[config.mk]
export PLATFORM = sky130hd
export DESIGN_NAME = mult_sequencer
export DESIGN_NICKNAME = d
export VERILOG_FILES = /design/src/rtl/dlx_pkg.sv /design/src/rtl/mult_shift_add_dp.sv /design/src/rtl/mult_sequencer.sv
export SDC_FILE = /design/constraint.sdc
export NUM_CORES = 1
export LEC_CHECK = 0
export BUFFER_PORTS_ARGS = -buffer_cell sky130_fd_sc_hd__buf_2
export CORE_UTILIZATION = 40
export CTS_CLUSTER_SIZE = 25
export DETAILED_ROUTE_END_ITERATION = 8
export REMOVE_ABC_BUFFERS = 1
export SETUP_SLACK_MARGIN = 0.05
export SYNTH_ARGS = -nofsm -noshare
export SYNTH_HDL_FRONTEND = slang
export SYNTH_SLANG_ARGS = --single-unit
[constraint.sdc]
create_clock -name clk -period 4.8 [get_ports clk]
set_input_delay 0.96 -clock clk [delete_from_list [all_inputs] [get_ports clk]]
set_output_delay 0.96 -clock clk [all_outputs]
set_load 0.02 [all_outputs]
[src/rtl/dlx_pkg.sv]
// Shared DLX definitions used by the EX-stage multiply sequencer and by the
// control decoder that drives it.
//   - mult_state_t : sequencer FSM states {IDLE, RUN, DONE}
//   - MULT_W       : default multiply operand width
//   - FUNCT_MULT / FUNCT_MULTU : Mult-class R-type funct codes; control uses
//     them to raise start and is_signed
package dlx_pkg;

    localparam int MULT_W = 32;

    typedef enum logic [1:0] {
        IDLE = 2'd0,
        RUN  = 2'd1,
        DONE = 2'd2
    } mult_state_t;

    localparam logic [5:0] FUNCT_MULT  = 6'h0E;
    localparam logic [5:0] FUNCT_MULTU = 6'h16;

    function automatic logic is_mult_funct(input logic [5:0] funct);
        return (funct == FUNCT_MULT) || (funct == FUNCT_MULTU);
    endfunction

    function automatic logic mult_funct_signed(input logic [5:0] funct);
        return funct == FUNCT_MULT;
    endfunction

endpackage

[src/rtl/mult_shift_add_dp.sv]
// Shift-add multiply datapath: accumulator, adder and shifter.
// Optional feature macro: MULT_SIGNED_EN (keeps a sign flag and negates the
// final product when it is set).
// Ports:
//   clk, rst_n   : clock, async active-low reset
//   load         : capture multiplicand, multiplier and sign; clear acc
//   step         : perform one add-and-shift step
//   negate       : this step is the last one; negate product if sign set
//   sign_in      : product sign to record on load
//   mcand_in     : multiplicand magnitude
//   mplier_in    : multiplier magnitude
//   product      : combinational value of the product after this step
module mult_shift_add_dp
    import dlx_pkg::*;
#(
    parameter int WIDTH = MULT_W
) (
    input  logic                 clk,
    input  logic                 rst_n,
    input  logic                 load,
    input  logic                 step,
    input  logic                 negate,
    input  logic                 sign_in,
    input  logic [WIDTH-1:0]     mcand_in,
    input  logic [WIDTH-1:0]     mplier_in,
    output logic [2*WIDTH-1:0]   product
);

    // {carry, acc_hi, acc_lo}; acc_lo starts as the multiplier and is
    // consumed LSB-first while product bits shift in from the top.
    logic [2*WIDTH:0]   acc;
    logic [WIDTH-1:0]   mcand;
    logic [WIDTH:0]     sum;
    logic [2*WIDTH:0]   acc_step;

    always_comb begin
        sum      = acc[2*WIDTH:WIDTH] + {1'b0, (acc[0] ? mcand : '0)};
        acc_step = {1'b0, sum, acc[WIDTH-1:1]};
    end

`ifdef MULT_SIGNED_EN
    logic sign_q;

    always_ff @(posedge clk or negedge rst_n) begin
        if (!rst_n)    sign_q <= 1'b0;
        else if (load) sign_q <= sign_in;
    end

    always_comb begin
        product = acc_step[2*WIDTH-1:0];
        if (negate && sign_q) product = -acc_step[2*WIDTH-1:0];
    end
`else
    // Unsigned-only build: sign inputs have no consumer.
    logic unused_sign;
    assign unused_sign = negate ^ sign_in;
    assign product     = acc_step[2*WIDTH-1:0];
`endif

    always_ff @(posedge clk or negedge rst_n) begin
        if (!rst_n) begin
            acc   <= '0;
            mcand <= '0;
        end else if (load) begin
            acc   <= {1'b0, {WIDTH{1'b0}}, mplier_in};
            mcand <= mcand_in;
        end else if (step) begin
            acc   <= acc_step;
        end
    end

endmodule

[src/rtl/mult_sequencer.sv]
// Iterative shift-add multiply controller for the DLX EX stage. One partial
// product per cycle; stalls the pipeline until the 2*WIDTH product is ready.
// Optional feature macro: MULT_SIGNED_EN (signed multiply via magnitudes and
// a final negate; without it is_signed is ignored).
// Ports:
//   clk, rst_n           : clock, async active-low reset
//   start                : multiply present in EX this cycle
//   is_signed            : signed multiply requested
//   op_a, op_b           : multiplicand, multiplier
//   flush                : EX-stage flush
//   stall                : freeze IF/ID/EX registers
//   busy                 : FSM not IDLE
//   done                 : one-cycle result-valid pulse
//   result_lo, result_hi : product halves, held until the next DONE
module mult_sequencer
    import dlx_pkg::*;
#(
    parameter int WIDTH = MULT_W
) (
    input  logic             clk,
    input  logic             rst_n,
    input  logic             start,
    input  logic             is_signed,
    input  logic [WIDTH-1:0] op_a,
    input  logic [WIDTH-1:0] op_b,
    input  logic             flush,
    output logic             stall,
    output logic             busy,
    output logic             done,
    output logic [WIDTH-1:0] result_lo,
    output logic [WIDTH-1:0] result_hi
);

    localparam int CW = $clog2(WIDTH);

    mult_state_t           state, next_state;
    logic [CW-1:0]         count;
    logic                  accept, last, load, step, finish;
    logic [WIDTH-1:0]      a_mag, b_mag;
    logic                  sign_in;
    logic [2*WIDTH-1:0]    product;

`ifdef MULT_SIGNED_EN
    logic neg_a, neg_b;
    always_comb begin
        neg_a   = is_signed && op_a[WIDTH-1];
        neg_b   = is_signed && op_b[WIDTH-1];
        a_mag   = neg_a ? -op_a : op_a;
        b_mag   = neg_b ? -op_b : op_b;
        sign_in = neg_a ^ neg_b;
    end
`else
    logic unused_signed;
    assign unused_signed = is_signed;
    assign a_mag   = op_a;
    assign b_mag   = op_b;
    assign sign_in = 1'b0;
`endif

    assign accept = (state == IDLE) && start && !flush;
    assign last   = (count == CW'(WIDTH - 1));

    // State register
    always_ff @(posedge clk or negedge rst_n) begin
        if (!rst_n) state <= IDLE;
        else        state <= next_state;
    end

    // Next-state logic; flush in RUN abandons the multiply
    always_comb begin
        next_state = state;
        case (state)
            IDLE:    if (accept) next_state = RUN;
            RUN:     if (flush)  next_state = IDLE;
                     else if (last) next_state = DONE;
            DONE:    next_state = IDLE;
            default: next_state = IDLE;
        endcase
    end

    // Output / strobe logic
    always_comb begin
        stall  = accept || (state == RUN);
        busy   = (state != IDLE);
        done   = (state == DONE);
        load   = accept;
        step   = (state == RUN) && !flush;
        finish = step && last;
    end

    always_ff @(posedge clk or negedge rst_n) begin
        if (!rst_n)     count <= '0;
        else if (load)  count <= '0;
        else if (step)  count <= count + 1'b1;
    end

    // Capture on the RUN-to-DONE edge so result_* are valid while done is high.
    always_ff @(posedge clk or negedge rst_n) begin
        if (!rst_n) begin
            result_lo <= '0;
            result_hi <= '0;
        end else if (finish) begin
            result_lo <= product[WIDTH-1:0];
            result_hi <= product[2*WIDTH-1:WIDTH];
        end
    end

    mult_shift_add_dp #(.WIDTH(WIDTH)) u_dp (
        .clk       (clk),
        .rst_n     (rst_n),
        .load      (load),
        .step      (step),
        .negate    (finish),
        .sign_in   (sign_in),
        .mcand_in  (a_mag),
        .mplier_in (b_mag),
        .product   (product)
    );

endmodule

# Word level (Yosys, flattened, before mapping)
# Cells that the tools add are included.
# word_totals
register_bits	168
inputBits	69
wordCells	32
# classes
add_sub_neg	2
n_eq_ne	5
mux	9
reduce_logical	10
# ops
op	count
65-bit two-way mux	2
33-bit by 32-bit adder with 33-bit output	1
32-bit two-way mux	1
5-bit two-way mux	2
2-bit two-way mux	3
5-bit by 1-bit adder with 5-bit output (second input constant)	1
5-bit == test (second input constant)	1
1-bit logical AND	4
2-bit one-hot mux with 2 select lines	1
2-bit nonzero test	2
3-bit inequality test (second input constant)	1
2-bit by 1-bit == test with 1-bit output (second input constant)	1
2-bit == test (second input constant)	1
2-bit zero test	1
2-bit inequality test (second input constant)	1
2-bit AND reduction	1
1-bit zero test	1
1-bit logical OR	1

# Logic depth before layout (Yosys ltp)
# Gate-level depths: netlist of run 1.
# depth
depth_word	5
depth_mapped	12
mapped_depth_nobuf	11

# Cells and area by module
# From an unflattened synthesis of run 1, not the netlist that was laid out.
# hier_totals
hier_cells	791
hier_area_um2	9106.2
# by_module_without_submodules
module	n_inst	cells_per_inst	area_per_inst_um2	seq_area_each_um2
mult_shift_add_dp	1	619	6087.1	2402.3
mult_sequencer	1	172	3019.1	1776.7

# Least setup slack after synthesis of run 1
# No wires, ideal clock.
# synth_timing
path_type	input to output
from	input flush
to	output stall
arrival_time_ns	1.667
path_slack_ns	2.173
path_stages	4
path_buffers	1
cell_sequence	nor2_1 > nand3b_1 > clkbuf_1 > nand2_1
# synth_between
elab_chain_len	3
# synth_rtl
element	line	source
start: declaration	mult_sequencer.sv:26	input logic flush,
1-bit zero test	mult_sequencer.sv:60	assign accept = (state == IDLE) && start && !flush;
1-bit logical AND	mult_sequencer.sv:60	
1-bit logical OR	mult_sequencer.sv:83	stall = accept || (state == RUN);
end: declaration	mult_sequencer.sv:27	output logic stall,
# Every way passes these cells.

# Final worst setup path of run 1
# layout_timing
from	register u_dp.acc[0]
to	register u_dp.acc[57]
# layout_between
elab_chain_len	4
# layout_rtl
element	line	source
start: declaration	mult_shift_add_dp.sv:31	logic [2*WIDTH:0] acc;
start signal: assignment	mult_shift_add_dp.sv:65	acc <= {1'b0, {WIDTH{1'b0}}, mplier_in};
start signal: assignment	mult_shift_add_dp.sv:68	acc <= acc_step;
32-bit two-way mux	mult_shift_add_dp.sv:37	sum = acc[2*WIDTH:WIDTH] + {1'b0, (acc[0] ? mcand : '0)};
33-bit by 32-bit adder with 33-bit output	mult_shift_add_dp.sv:37	
65-bit two-way mux	mult_shift_add_dp.sv:67	end else if (step) begin
65-bit two-way mux	mult_shift_add_dp.sv:64	end else if (load) begin
# Every way passes these cells. The select of a mux whose other input is x is not followed.
# A chain may end at the register's enable or synchronous reset.

==> out/metrics.yaml, run 1 <==
synthTopCellsByCount: "nand2_1, dfrtp_1, o21ai_0, a21oi_1, clkbuf_1"
cts_max_path_buffers: 2
syn_area_per_cell_sq_um: 9.610
reg2regPathDepth: 11
worst_setup_path_end_kind: "flop"
path_clk_slew_ns: 0.06
critical_path_class: "flop to flop"
design.portCount: 136
drc_errors: 0
cts_resized: 0
via_per_inst: 5.053
min_path_type: "flop to flop"
cts_made_buffers: 17
yosysTopAreaCell: "dfrtp_1"
holdWs_ns: 0.4708
die_h_microns: 147.3
wl_per_cell_microns: 15.19
clkLatencyLatePin_ns: 0.43
synth_cell_types: 55
rsz0062_at_grt: "no"
die_area_sq_mm: 0.02170
critPathRequiredTime_ns: 5.07
grt_first_pass_wirelength_mm: 33.02
num_rows: 52
netlist.area_leader.share_pct: 49.47
place_congestion: 0.8602
final_nets: 1094
coreArea_sq_mm: 0.02049
power_frac_clock_pct: 34.6
place_hpwl_mm: 12.93
power.total_mw: 4.159
tightest_slew_ns: 0.9949
start_util_pct: 41.21
final_hold_viol_count: 0
synth_most_common_cell: "nand2_1"
track_usage_pct: 19.05
p_int_mw: 2.839
layout_min_cycle_time_ns: 3.336
hold_path_depth: 2
power.switching_mw: 1.321
first_pass_iters: 4
ys_warn_count: 0
ys_seq_area_share_pct: 49.47
area_growth_pct: 17.83
antenna_found_initial: 0
drive_gt1_share_pct: 22.53
clock-root-buffer: "clkbuf_16"
timing.rr.end: "u_dp.acc[57]"
synth_area_leaders: "dfrtp_1, nand2_1, o21ai_0"
fin_worst_skew_ns: 0.01030
htreeDepth: 4
synth_ff_type: "dfrtp_1"
leakagePower_nw: 5.190
rrSetupSlack_ns: 1.46
overflow: 0
drt-initial-drc-count: 220
pre_cts_slack_ns: 1.396
clkSinkCount: 167
hold_start: "u_dp.mcand[28]"
io_buffers: 134
combPwrFrac_pct: 22.7
detail-route-antenna-nets: 0
swShare_pct: 31.75
relSlewSlack_pct: 33.68
finalCritPeriodShare_pct: 69.51
ys_seq_elements: 167
grt_pass1_vias: 6567
slew_viol_final: 0
maxCapViolations: 0
clock.fmax_ghz: 0.2997
grt_start_max_net_pins: 102
p_per_area_mw_per_mm2: 417.9
cp.arrival_ns: 3.61
cts_tree: "done"
setup_viol: 0
ir_worst_vdd_v: 0.0002812
die_w_microns: 147.3
hold_end: "u_dp.mcand[28]"
crit_path_max_fanout: 33
post_cts_buffers: 0
cts_hold_buf: 0
mappedNetlistArea_sq_mm: 0.008447
synth-edff-count: 0
synthCells: 879
setup_tns_ns: 0
vias: 6438
p_seq_share_pct: 42.6
r2r_start: "u_dp.acc[0]"
start_kind: "flop"
status: "complete, no violations"
setup_ws_ns: 1.464
routed_wl_mm: 19.36
async_reset_ff_share_pct: 100.0
==> layout make-up <==
cell class                      count  area [sq um]
Fill cell                        1989         10540
Timing Repair Buffer              142         737.0
Clock inverter                     13         168.9
Multi-Input combinational cell    654          4045
Tap cell                          270         337.8
Antenna cell                        1         2.502
Sequential cell                   167          4179
Clock buffer                       19         452.9
Inverter                            8         30.03
==> power groups by stage <==
stage          clock, mW  sequential [mW]  combinational [mW]
5_1_grt             1.54             1.80                1.08
3_3_place_gp           0             1.79               0.940
4_1_cts             1.47             1.78               0.955
6_report            1.44             1.77               0.946
3_5_place_dp           0             1.80               0.951
2_1_floorplan          0             1.75               0.705
==> cell usage in the layout (no fill, tap or decap), types with 19 or more instances in the layout <==
| cell | count |
|---|---|
| and2_1 | 33 |
| a21o_1 | 20 |
| buf_2 | 133 |
| a21oi_1 | 39 |
| xnor2_1 | 19 |
| mux2_2 | 33 |
| nand2_1 | 218 |
| ha_1 | 34 |
| o21ai_0 | 105 |
| mux2i_1 | 33 |
| dfrtp_1 | 167 |
==> worst max path at each step <==
stage | to | slack [ns] | cells after the start | from
floorplan | u_dp.acc[60] | -3.95 | 4 | flush
global placement | u_dp.acc[57] | 1.40 | 11 | u_dp.acc[0]
CTS | u_dp.acc[57] | 1.37 | 11 | u_dp.acc[0]
finish | u_dp.acc[57] | 1.46 | 11 | u_dp.acc[0]
detailed placement | u_dp.acc[57] | 1.40 | 11 | u_dp.acc[0]
global route | u_dp.acc[57] | 1.09 | 11 | u_dp.acc[0]
==> worst max-delay path, cell delays in order, from the launching register on <==
cell      delay, ns
dfrtp_1        0.72
and2_1         0.31
ha_1           0.21
fa_1           0.43
a21oi_2        0.18
o21ai_1        0.09
a21o_1         0.22
a211oi_2       0.28
o21ai_2        0.15
o31ai_2        0.29
xnor2_1        0.19
o21ai_0        0.11
==> metrics by stage <==
stage / instances / instance area (sq um) / util, %
after global routing: 1273 / 9951 / 48.55
after global placement: 1241 / 9329 / 45.52
final: 1274 / 9953 / 48.57
after floorplan: 829 / 8242 / -
after CTS: 1273 / 9951 / 48.55
after detailed placement: 1241 / 9329 / 45.52
==> cells by family after synthesis <==
| logic type | after synthesis | synth area share (%) |
|---|---|---|
| AOI/OAI and AO/OA | 207 | 14.75 |
| xor gates and xnor gates | 31 | 3.214 |
| adders and majority gates | 35 | 5.273 |
| buffers and inverters | 58 | 2.785 |
| DFF | 167 | 49.47 |
| muxes | 66 | 8.310 |
| and+or+nand+nor | 315 | 16.19 |
==> per-layer routing <==
layer / GRT usage (%) / up-vias / wire length, microns
li1: - / 3244 / -
met1: 25.13 / 3033 / 9146
met2: 29.62 / 143 / 8641
met3: 6.304 / 18 / 1295
met4: 5.825 / 0 / 274
met5: 0 / - / 0
==> sequential cells by signal, indices dropped and copies added (netlist names) <==
| register | cells |
|---|---|
| count | 5 |
| result_hi | 32 |
| result_lo | 32 |
| state | 2 |
| u_dp.acc | 64 |
| u_dp.mcand | 32 |
(Power assumes the default switching activity.)
==> inputs of run 2 (changes only) <==
clock period = 3 ns   (was 4.8 ns; I/O delays follow)
==> out/metrics.yaml, run 2 (synthesized netlist as in run 1, its figures left out) <==
largest_register: "u_dp.acc"
final_hold_viol_count: 0  # unchanged
coreArea_sq_mm: 0.02049  # unchanged
path_clk_slew_ns: 0.07  # about the same
setup_viol: 0  # unchanged
overflow: 0  # unchanged
track_usage_pct: 19.13  # +0.079 points
routed_wl_mm: 19.73  # +1.9%
wl_per_cell_microns: 15.30  # +0.68%
finalCritPeriodShare_pct: 92.53  # +23 points
crit_path_max_fanout: 5  # -85%
maxCapViolations: 0  # unchanged
crit_family: "compound AO/OA/AOI/OAI gates"
io_buffers: 134  # unchanged
cp.arrival_ns: 3.06  # -0.55 ns
top_layer_used: "met4"
die_w_microns: 147.3  # unchanged
crit_chain: "and2_1, ha_1, fa_1, a21oi_2, o21ai_1, a21o_1, a211oi_2, o21ai_2, buf_4, xnor2_1, o21ai_0"
min_path_type: "primary input to async pin"
die_area_sq_mm: 0.02170  # unchanged
cts_max_path_buffers: 2  # unchanged
tightest_slew_ns: 0.7034  # -0.2915 ns
final_nets: 1110  # +1.5%
wl_met1_mm: 9.286  # +1.5%
p_per_area_mw_per_mm2: 651.4  # +56%
area_growth_pct: 19.29
num_rows: 52  # unchanged
fin_worst_skew_ns: 0.009083  # -0.001213 ns
grt_pass1_vias: 6521  # -0.70%
start_kind: "flop"
slew_viol_final: 0  # unchanged
critical_path_class: "flop to flop"
first_pass_iters: 4  # unchanged
largest_reg_flops: 64  # unchanged
relSlewSlack_pct: 52.94  # +19 points
drt-initial-drc-count: 279  # +27%
cts_hold_buf: 0  # unchanged
place_hpwl_mm: 13.65  # +5.6%
rsz0062_at_grt: "yes"
detail-route-antenna-nets: 0  # unchanged
power.total_mw: 6.564  # +58%
drive_gt1_share_pct: 24.24  # +1.7 points
holdWs_ns: 0.1092  # -0.3616 ns
design.portCount: 136  # unchanged
die_h_microns: 147.3  # unchanged
grt_start_max_net_pins: 102  # unchanged
grt_first_pass_wirelength_mm: 33.18  # +0.48%
place_congestion: 0.8870  # +3.1%
vias: 6464  # +0.40%
critPathRequiredTime_ns: 3.28  # -1.79 ns
status: "complete, no violations"
clkLatencyLatePin_ns: 0.43  # about the same
start_util_pct: 41.21  # unchanged
clkSinkCount: 167  # unchanged
antenna_found_initial: 1  # +1
crit_slowest_cell: "fa_1"
wl_met2_mm: 9.076  # +5.0%
htreeDepth: 4  # unchanged
clock.fmax_ghz: 0.3602  # +20%
cts_made_buffers: 17  # unchanged
final_common_cell: "nand2_1"
drc_errors: 0  # unchanged
via_per_inst: 5.011  # -0.84%
wl_met3_mm: 1.213  # -6.3%
cts_tree: "done"
slowest_delay_ns: 0.43  # -0.29 ns
layout_min_cycle_time_ns: 2.776  # -0.5603 ns
critPathBufInv: 1  # +1
ir_worst_vdd_v: 0.0003568  # +27%
worst_setup_path_end_kind: "flop"
clock-root-buffer: "clkbuf_16"
final_cell_mix: "nand2_1, dfrtp_1, buf_2"
rrSetupSlack_ns: 0.22  # -1.24 ns
leakagePower_nw: 5.260  # +1.3%
## run 2: final timing paths
kind / cells past startpoint / from / to
max in group asynchronous: 2 / rst_n / u_dp.acc[51]
worst max register to register: 11 / u_dp.acc[0] / result_hi[17]
worst max-delay path: 11 / u_dp.acc[0] / result_hi[17]
min in group clk: 3 / op_b[13] / u_dp.acc[13]
worst min-delay path: 1 / rst_n / u_dp.mcand[8]
worst min register to register: 2 / u_dp.mcand[30] / u_dp.mcand[30]
## run 2: layout make-up
type | instances | area, sq um
Multi-Input combinational cell | 654 | 4075
Fill cell | 1964 | 10420
Inverter | 8 | 30.03
Clock buffer | 18 | 429.2
Timing Repair Buffer | 158 | 882.1
Clock inverter | 14 | 140.1
Sequential cell | 167 | 4179
Antenna cell | 1 | 2.502
Tap cell | 270 | 337.8
## run 2: repair_timing
item | 4_1_cts | 5_1_grt
setup endpoints to repair | 0 | 15
buffers inserted | 0 | 1
resized for setup | 0 | 8
## run 2: metal layers
metal	track usage (%)	vias to the layer above
li1	-	3269
met4	4.794	0
met2	30.80	127
met3	5.994	13
met1	24.96	3055
met5	0	-
## run 2: report_power, final
group / total, mW / internal, mW / switching (mW)
Clock: 2.12 / 1.16 / 0.959
Sequential: 2.81 / 2.59 / 0.223
Combinational: 1.63 / 0.643 / 0.987
Total: 6.56 / 4.39 / 2.17
## run 2: through the flow
| stage | setup slack (ns) | std cells | utilization [%] | setup TNS [ns] | cell area [sq um] |
|---|---|---|---|---|---|
| final | 0.2240 | 1290 | 49.16 | 0 | 10080 |
| after global routing | 0.04752 | 1289 | 49.15 | 0 | 10070 |
| after CTS | 0.1302 | 1288 | 48.97 | 0 | 10040 |
| after detailed placement | 0.1672 | 1256 | 46.19 | 0 | 9467 |
| after global placement | 0.1841 | 1256 | 46.19 | 0 | 9467 |
| after floorplan | -5.546 | 829 | - | -393.96 | 8242 |
